File: src/rtl/branch_sequencer.sv
// Flag register plus PC sequencer: branch/br/bl redirect, one-cycle flush and link-write pulses.
// All outputs registered, one cycle after the deciding edge; i_stall freezes PC and blocks redirects.
module branch_sequencer #(
   parameter int                  PC_WIDTH = 32,
   parameter logic [PC_WIDTH-1:0] RESET_PC = '0
) (
   input  logic                i_clk,
   input  logic                i_rst,
   input  logic                i_instr_valid,
   input  logic [5:0]          i_opcode,
   input  logic [PC_WIDTH-1:0] i_branch_target,
   input  logic [PC_WIDTH-1:0] i_reg_target,
   input  logic                i_can_jump,
   input  logic                i_stall,
   input  logic                i_flag_we,
   input  logic                i_alu_sign,
   input  logic                i_alu_carry,
   input  logic                i_alu_zero,
   output logic                o_sign,
   output logic                o_carry,
   output logic                o_is_zero,
   output logic [PC_WIDTH-1:0] o_pc,
   output logic                o_pc_valid,
   output logic                o_flush,
   output logic                o_link_we,
   output logic [PC_WIDTH-1:0] o_link_data,
   output logic                o_misaligned
);

   localparam logic [5:0]          OP_BRANCH_FIRST = 6'b000111;
   localparam logic [5:0]          OP_BRANCH_LAST  = 6'b001110;
   localparam logic [5:0]          OP_BR           = 6'b001011;
   localparam logic [5:0]          OP_BL           = 6'b001100;
   localparam logic [PC_WIDTH-1:0] PC_STEP         = PC_WIDTH'(4);

   typedef enum logic [1:0] {
      ST_BOOT,
      ST_RUN,
      ST_STALL,
      ST_FLUSH
   } state_t;

   state_t                r_state;
   logic [PC_WIDTH-1:0]   r_pc;
   logic                  r_pc_valid;
   logic                  r_flush;
   logic                  r_link_we;
   logic [PC_WIDTH-1:0]   r_link_data;
   logic                  r_misaligned;
   logic                  r_sign;
   logic                  r_carry;
   logic                  r_zero;

   logic                  w_is_branch;
   logic                  w_is_br;
   logic                  w_is_bl;
   logic                  w_taken;
   logic [PC_WIDTH-1:0]   w_target;
   logic [PC_WIDTH-1:0]   w_pc_seq;

   always_comb begin
      w_is_branch = (i_opcode >= OP_BRANCH_FIRST) && (i_opcode <= OP_BRANCH_LAST);
      w_is_br     = (i_opcode == OP_BR);
      w_is_bl     = (i_opcode == OP_BL);
      w_target    = w_is_br ? i_reg_target : i_branch_target;
      w_taken     = i_instr_valid && w_is_branch && i_can_jump;
      w_pc_seq    = r_pc + PC_STEP;
   end

   // Flags are written regardless of state or stall; a branch on the same edge sees the old values.
   always_ff @(posedge i_clk or posedge i_rst) begin
      if (i_rst) begin
         r_sign  <= 1'b0;
         r_carry <= 1'b0;
         r_zero  <= 1'b0;
      end else if (i_flag_we) begin
         r_sign  <= i_alu_sign;
         r_carry <= i_alu_carry;
         r_zero  <= i_alu_zero;
      end
   end

   always_ff @(posedge i_clk or posedge i_rst) begin
      if (i_rst) begin
         r_state      <= ST_BOOT;
         r_pc         <= RESET_PC;
         r_pc_valid   <= 1'b0;
         r_flush      <= 1'b0;
         r_link_we    <= 1'b0;
         r_link_data  <= '0;
         r_misaligned <= 1'b0;
      end else begin
         r_flush   <= 1'b0;
         r_link_we <= 1'b0;
         case (r_state)
            ST_BOOT: begin
               r_pc_valid <= 1'b1;
               r_state    <= ST_RUN;
            end
            // STALL re-evaluates the held instruction as soon as the stall drops.
            ST_RUN, ST_STALL: begin
               if (i_stall) begin
                  r_state <= ST_STALL;
               end else if (w_taken) begin
                  r_pc    <= {w_target[PC_WIDTH-1:2], 2'b00};
                  r_flush <= 1'b1;
                  r_state <= ST_FLUSH;
                  if (|w_target[1:0]) begin
                     r_misaligned <= 1'b1;
                  end
                  if (w_is_bl) begin
                     r_link_we   <= 1'b1;
                     r_link_data <= w_pc_seq;
                  end
               end else begin
                  if (i_instr_valid) begin
                     r_pc <= w_pc_seq;
                  end
                  r_state <= ST_RUN;
               end
            end
            ST_FLUSH: begin
               r_state <= i_stall ? ST_STALL : ST_RUN;
            end
            default: begin
               r_state <= ST_BOOT;
            end
         endcase
      end
   end

   assign o_sign       = r_sign;
   assign o_carry      = r_carry;
   assign o_is_zero    = r_zero;
   assign o_pc         = r_pc;
   assign o_pc_valid   = r_pc_valid;
   assign o_flush      = r_flush;
   assign o_link_we    = r_link_we;
   assign o_link_data  = r_link_data;
   assign o_misaligned = r_misaligned;

endmodule
File: config.mk
export PLATFORM = sky130hd
export DESIGN_NAME = branch_sequencer
export DESIGN_NICKNAME = d
export VERILOG_FILES = /design/src/rtl/branch_sequencer.sv
export SDC_FILE = /design/constraint.sdc
export NUM_CORES = 1
export LEC_CHECK = 0
export ABC_CLOCK_PERIOD_IN_PS = 2850
export BUFFER_PORTS_ARGS = -buffer_cell sky130_fd_sc_hd__buf_2
export CELL_PAD_IN_SITES_DETAIL_PLACEMENT = 1
export CELL_PAD_IN_SITES_GLOBAL_PLACEMENT = 2
export CORE_ASPECT_RATIO = 1.25
export CORE_MARGIN = 2
export CORE_UTILIZATION = 29
export CTS_CLUSTER_DIAMETER = 30
export DETAILED_ROUTE_END_ITERATION = 8
export PLACE_DENSITY_LB_ADDON = 0.1
export REMOVE_ABC_BUFFERS = 1
export SYNTH_ARGS = -nofsm -noshare
export SYNTH_HDL_FRONTEND = slang
export SYNTH_SLANG_ARGS = --single-unit
File: constraint.sdc
create_clock -name i_clk -period 2.85 [get_ports i_clk]
set_clock_uncertainty 0.1 [all_clocks]
set_input_delay 0.57 -clock i_clk [delete_from_list [all_inputs] [get_ports i_clk]]
set_output_delay 0.57 -clock i_clk [all_outputs]
set_load 0.1 [all_outputs]
* Yosys cells after proc, flatten, opt, wreduce, memory -nomap -nowiden
Index checks and enable logic that the tools add are counted.
** Storage, ports and cells
- Bits in registers :: 73
- Word-level logic and storage cells :: 43
** Cells by class
- Add/subtract/negate cells :: 1
- Order comparisons :: 2
- Eq/ne operators :: 5
- Multiplexer cells :: 14
- Bitwise gates (word level) :: 1
- Reduce and logical (&&, ||, !) cells :: 10
** Operator list (number)
- $mux W32 :: 3
- $add A32 B3 Y32 const B :: 1
- $eq A6 B4 Y1 const B :: 2
- $reduce_and A4 Y1 :: 2
- $mux W1 :: 7
- $ge A6 B3 Y1 const B :: 1
- $le A6 B4 Y1 const B :: 1
- $mux W2 :: 3
- $pmux W2 S3 :: 1
- $eq A2 B2 Y1 const B :: 2
- $reduce_or A2 Y1 :: 2
- $logic_and A1 B1 Y1 :: 3
- $reduce_and A3 Y1 :: 1
- $eq A2 B1 Y1 const B :: 1
- $logic_not A2 Y1 :: 1
- $reduce_bool A2 Y1 :: 1
- $not A1 Y1 :: 1

* Logic depth before layout (Yosys ltp)
- Depth in word-level cells :: 7
- Depth in mapped cells :: 8

* Worst setup path after synthesis
Ideal clock, no wire load.
- Path type :: reg-to-reg
- Start point :: reg r_pc[2] (netlist: o_pc[2])
- End point :: reg r_pc[30] (netlist: o_pc[30])
- Library setup time :: 0.124 ns
- Arrival :: 2.498 ns
- Required time :: 2.626 ns
- Slack :: 0.128 ns
- Cell stages (with the launch flop) :: 7
- Path buffers :: 0
- Path through :: dfrtp_1 -> ha_1 -> nand3_1 -> nor3_4 -> nand3_2 -> a21o_1 -> a211o_1
** On the way
- Cells in the longest elaborated chain, start to end :: 3
** RTL lines
- start, declared :: RTL line 44 : logic [PC_WIDTH-1:0] r_pc;
- start signal, assigned :: RTL line 105 : r_pc <= {w_target[PC_WIDTH-1:2], 2'b00};
- start signal, assigned :: RTL line 117 : r_pc <= w_pc_seq;
- $add A32 B3 Y32 :: RTL line 67 : w_pc_seq = r_pc + PC_STEP;
- $mux W32 :: RTL line 116 : if (i_instr_valid) begin
- $mux W32 :: RTL line 104 : end else if (w_taken) begin
Every way passes these cells. The select of a mux whose other input is x is not followed.
A chain may end at the register's enable or synchronous reset.

* Worst setup path after layout
- Start point :: reg r_state[0]
- End point :: reg r_pc[31] (netlist: o_pc[31])
** On the way
- Cells in the longest elaborated chain, start to end :: 3
** RTL lines
- start, declared :: RTL line 43 : state_t r_state;
- start signal, assigned :: RTL line 123 : r_state <= i_stall ? ST_STALL : ST_RUN;
- $eq A2 B1 Y1 or $eq A2 B2 Y1 (tied branches) :: RTL line 95 : case (r_state)
- $reduce_or A2 Y1 (*) :: RTL line 95
- $reduce_and A3 Y1 (no source line) (*)
Every way passes the cells marked *; elsewhere a longest branch is shown, timed or not.

==> results.sh <==
export IMPL_final_layout_size_suffix_gt1_share_pct=36.30
export IMPL_holdBufCountCts=0
export IMPL_grt_setup_unrepaired="no"
export IMPL_post_layout_total_power_w=0.004797
export IMPL_max_cap_violations=0
export IMPL_die_w_um=111.2
export IMPL_io_buffers=145
export IMPL_cts_max_level=3
export IMPL_crit_family="simple AND/OR/NAND/NOR gates"
export IMPL_io_count=150
export IMPL_timing_critical_path_slowest_stage_cell="nor3_1"
export IMPL_gp_congestion=0.7329
export IMPL_vias_per_cell=5.013
export IMPL_setup_viol_count_final=0
export IMPL_clk_pin_slew_worst_setup_hold_paths_ps=60
export IMPL_antenna_violating_nets_post_route=0
export IMPL_cts_tree="built"
export IMPL_post_synth_top_area_fraction_pct=41.43
export IMPL_synth_common_cells="dfrtp_1, nand2_1, o21ai_0"
export IMPL_coreArea_um2=14220
export IMPL_fin_area_um2=5388
export IMPL_cts_setup_buffers=0
export IMPL_setup_total_negative_slack_ps=0
export IMPL_drc=0
export IMPL_gr_usage_all_layers_pct=17.60
export IMPL_utilization_pct=37.88
export IMPL_worst_slew_pin_slew_ps=686.5
export IMPL_data_required_time_at_the_worst_endpoint_ps=2930
export IMPL_cp_num_buf_inv=1
export IMPL_worstPathArrival_ps=2440
export IMPL_design_final_nets=664
export IMPL_timing_final_crit_period_ps=2366
export IMPL_floorplan_die_height_um=138.0
export IMPL_yosysSeqAreaShare_pct=41.43
export IMPL_p_leak_nw=2.695
export IMPL_route_detailed_wl_per_inst_um=17.75
export IMPL_synthAdderAreaFrac_pct=1.201
export IMPL_clkSinkCount=69
export IMPL_syn_mean_instance_area_um2=9.537
export IMPL_clock_latency_ps=330
export IMPL_edff_count_synth=0
export IMPL_postRouteWirelength_um=13520
export IMPL_place_area_um2=5121
export IMPL_netlist_cell_type_count=57
export IMPL_root_buffer="clkbuf_16"
export IMPL_drt_pre_antenna_iters=4
export IMPL_post_cts_resize_count=0
export IMPL_synth_top_area_cell="dfrtp_1"
export IMPL_n_antenna_cell=0
export IMPL_setup_cp_type="reg2reg"
export IMPL_timing_critical_path_cells="inv_1 > ha_1 > nand2b_1 > or2_2 > nor3_1 > o2bb2ai_1 > a21oi_1"
export IMPL_detailedPlacementHpwl_um=9968
export IMPL_ys_flop_type="dfrtp_1"
export IMPL_run_status="finished, final reports clean"
export IMPL_worstSetupStartpointType="register"
export IMPL_slew_violations=0
export IMPL_yosys_warnings=0
export IMPL_cpPeakStageDelay_ps=560
export IMPL_power_density_nw_per_um2=890.3
export IMPL_ys_top_cells_by_area="dfrtp_1, mux2i_1, mux2_2"
export IMPL_main_combinational_cell_family_by_area_after_synthesis="simple AND/OR/NAND/NOR gates"
export IMPL_synth_seq_cells=69
export IMPL_most_numerous_cell_in_the_yosys_netlist="dfrtp_1"
export IMPL_syn_instance_count=437
export IMPL_synth_simple_gate_area_share_pct=17.83
export IMPL_vdd_ir_drop_worst_mv=0.5418
export IMPL_final_hold_viol_count=0
export IMPL_synthMuxAreaShare_pct=11.74
export IMPL_number_of_global_route_vias_before_repair=4017
export IMPL_grt_ovfl_total=0
export IMPL_layout_worst_path_cycle_share_pct=83.03
export IMPL_first_pass_grt_wire_length_um=21720
export IMPL_cts_buffer_depth=2
export IMPL_critical_path_max_fanout=10
export IMPL_die_area_um2=15350
export IMPL_floorplan_initialDensity_pct=29.30
export IMPL_timing_slew_headroom_pct=53.88
export IMPL_fmax_ghz=0.4226
export IMPL_fillerInstances=1711
export IMPL_tritoncts_num_buffers=9
export IMPL_antenna_found_initial=0
export IMPL_area_growth_pct=29.27
export IMPL_syn_cell_area_um2=4168
export IMPL_post_synth_xor_area_fraction_pct=5.434
export IMPL_critPathCaptureType="register"
export IMPL_first_drt_iteration_drcs=108
export IMPL_synth_compound_gate_area_share_pct=17.56
export IMPL_maximum_number_of_pins_on_one_net_before_global_route_repair=70
export IMPL_dr_total_vias=3820
export IMPL_worst_hold_path_type="in2async"
export IMPL_async_reset_ff_share_pct=100.0
export IMPL_floorplan_rows=49
==> report_power, final <==
part           internal, W  leakage [nW]  switching, W
clock network     0.000624         0.134      0.000406
registers          0.00117         0.902      0.000309
logic             0.000469          1.66       0.00182
total              0.00226          2.70       0.00253
==> layout make-up <==
class | count | area (µm²) | share of cell area (%)
inverter | 10 | 37.54 | 0.6967
timing repair buffer | 162 | 878.3 | 16.30
multi-input combinational | 329 | 2256 | 41.87
clock buffer | 12 | 256.5 | 4.761
clock inverter | 2 | 10.01 | 0.1858
tap | 178 | 222.7 | 4.134
sequential | 69 | 1727 | 32.05
==> layout by cell type (no fill, tap or decap), types with 5 or more instances in the layout <==
cell       Yosys  layout
buf_4          4      15
o21ai_1       10      10
mux2_1         6       6
nand4_1       10      10
inv_1         10       9
xor2_1        15      15
nand2_1       36      36
o22ai_1       12      12
buf_2         13     145
nand3_1       10      10
and3_1         6       6
clkbuf_16      0       9
nor2_1        23      23
xnor2_1        9       9
mux2i_1       23      23
and4_1         5       5
a21oi_1       25      25
nor3_1        10      10
a2bb2oi_1     10      10
mux2_2        17      17
o21ai_0       36      36
dfrtp_1       69      69
nor4_1         5       5
==> path summary, 6_finish.rpt <==
path	start	slack, ps	depth (start not counted)	end
max in group asynchronous	i_rst	2110	3	o_pc_valid
max	r_state[0]	480	7	o_pc[31]
min in group i_clk	o_misaligned	350	1	o_misaligned
min reg2reg	o_misaligned	350	1	o_misaligned
min	i_rst	220	3	o_link_data[30]
max reg2reg	r_state[0]	480	7	o_pc[31]
==> per-stage QoR <==
step | hold WS, ps | cells | worst slack [ps]
CTS | 243.8 | 762 | 430.5
detailed placement | 340.9 | 748 | 439.1
finish | 218.7 | 762 | 483.7
global route | 261.9 | 762 | 315.1
global placement | 333.9 | 748 | 561.1
floorplan | 545.0 | 408 | -110.7
==> worst register-to-register path, stage by stage, from the launching register on <==
cell and delay (ps):
dfrtp_1 350, inv_1 70, ha_1 340, nand2b_1 170, or2_2 410, nor3_1 560
o2bb2ai_1 180, a21oi_1 50
==> metal layers <==
metal | global-route usage, % | routed length, µm
met5 | 0 | 0
met2 | 31.23 | 7075
met4 | 4.548 | 133
met1 | 22.21 | 5824
met3 | 2.937 | 490
==> flip-flops by register name, indices dropped and copies added (netlist names) <==
name / cells
o_carry: 1
o_flush: 1
o_is_zero: 1
o_link_data: 30
o_link_we: 1
o_misaligned: 1
o_pc: 30
o_pc_valid: 1
o_sign: 1
r_state: 2
==> kinds of logic (layout without fill, tap and decap cells) <==
kind of cell	after synthesis	count (layout)
simple gates	131	131
fa+ha+maj	4	4
xor+xnor	25	25
compound gates	119	119
mux	46	46
other cells	1	4
flops	69	69
buf+inv	42	186
(Power assumes the default switching activity.)
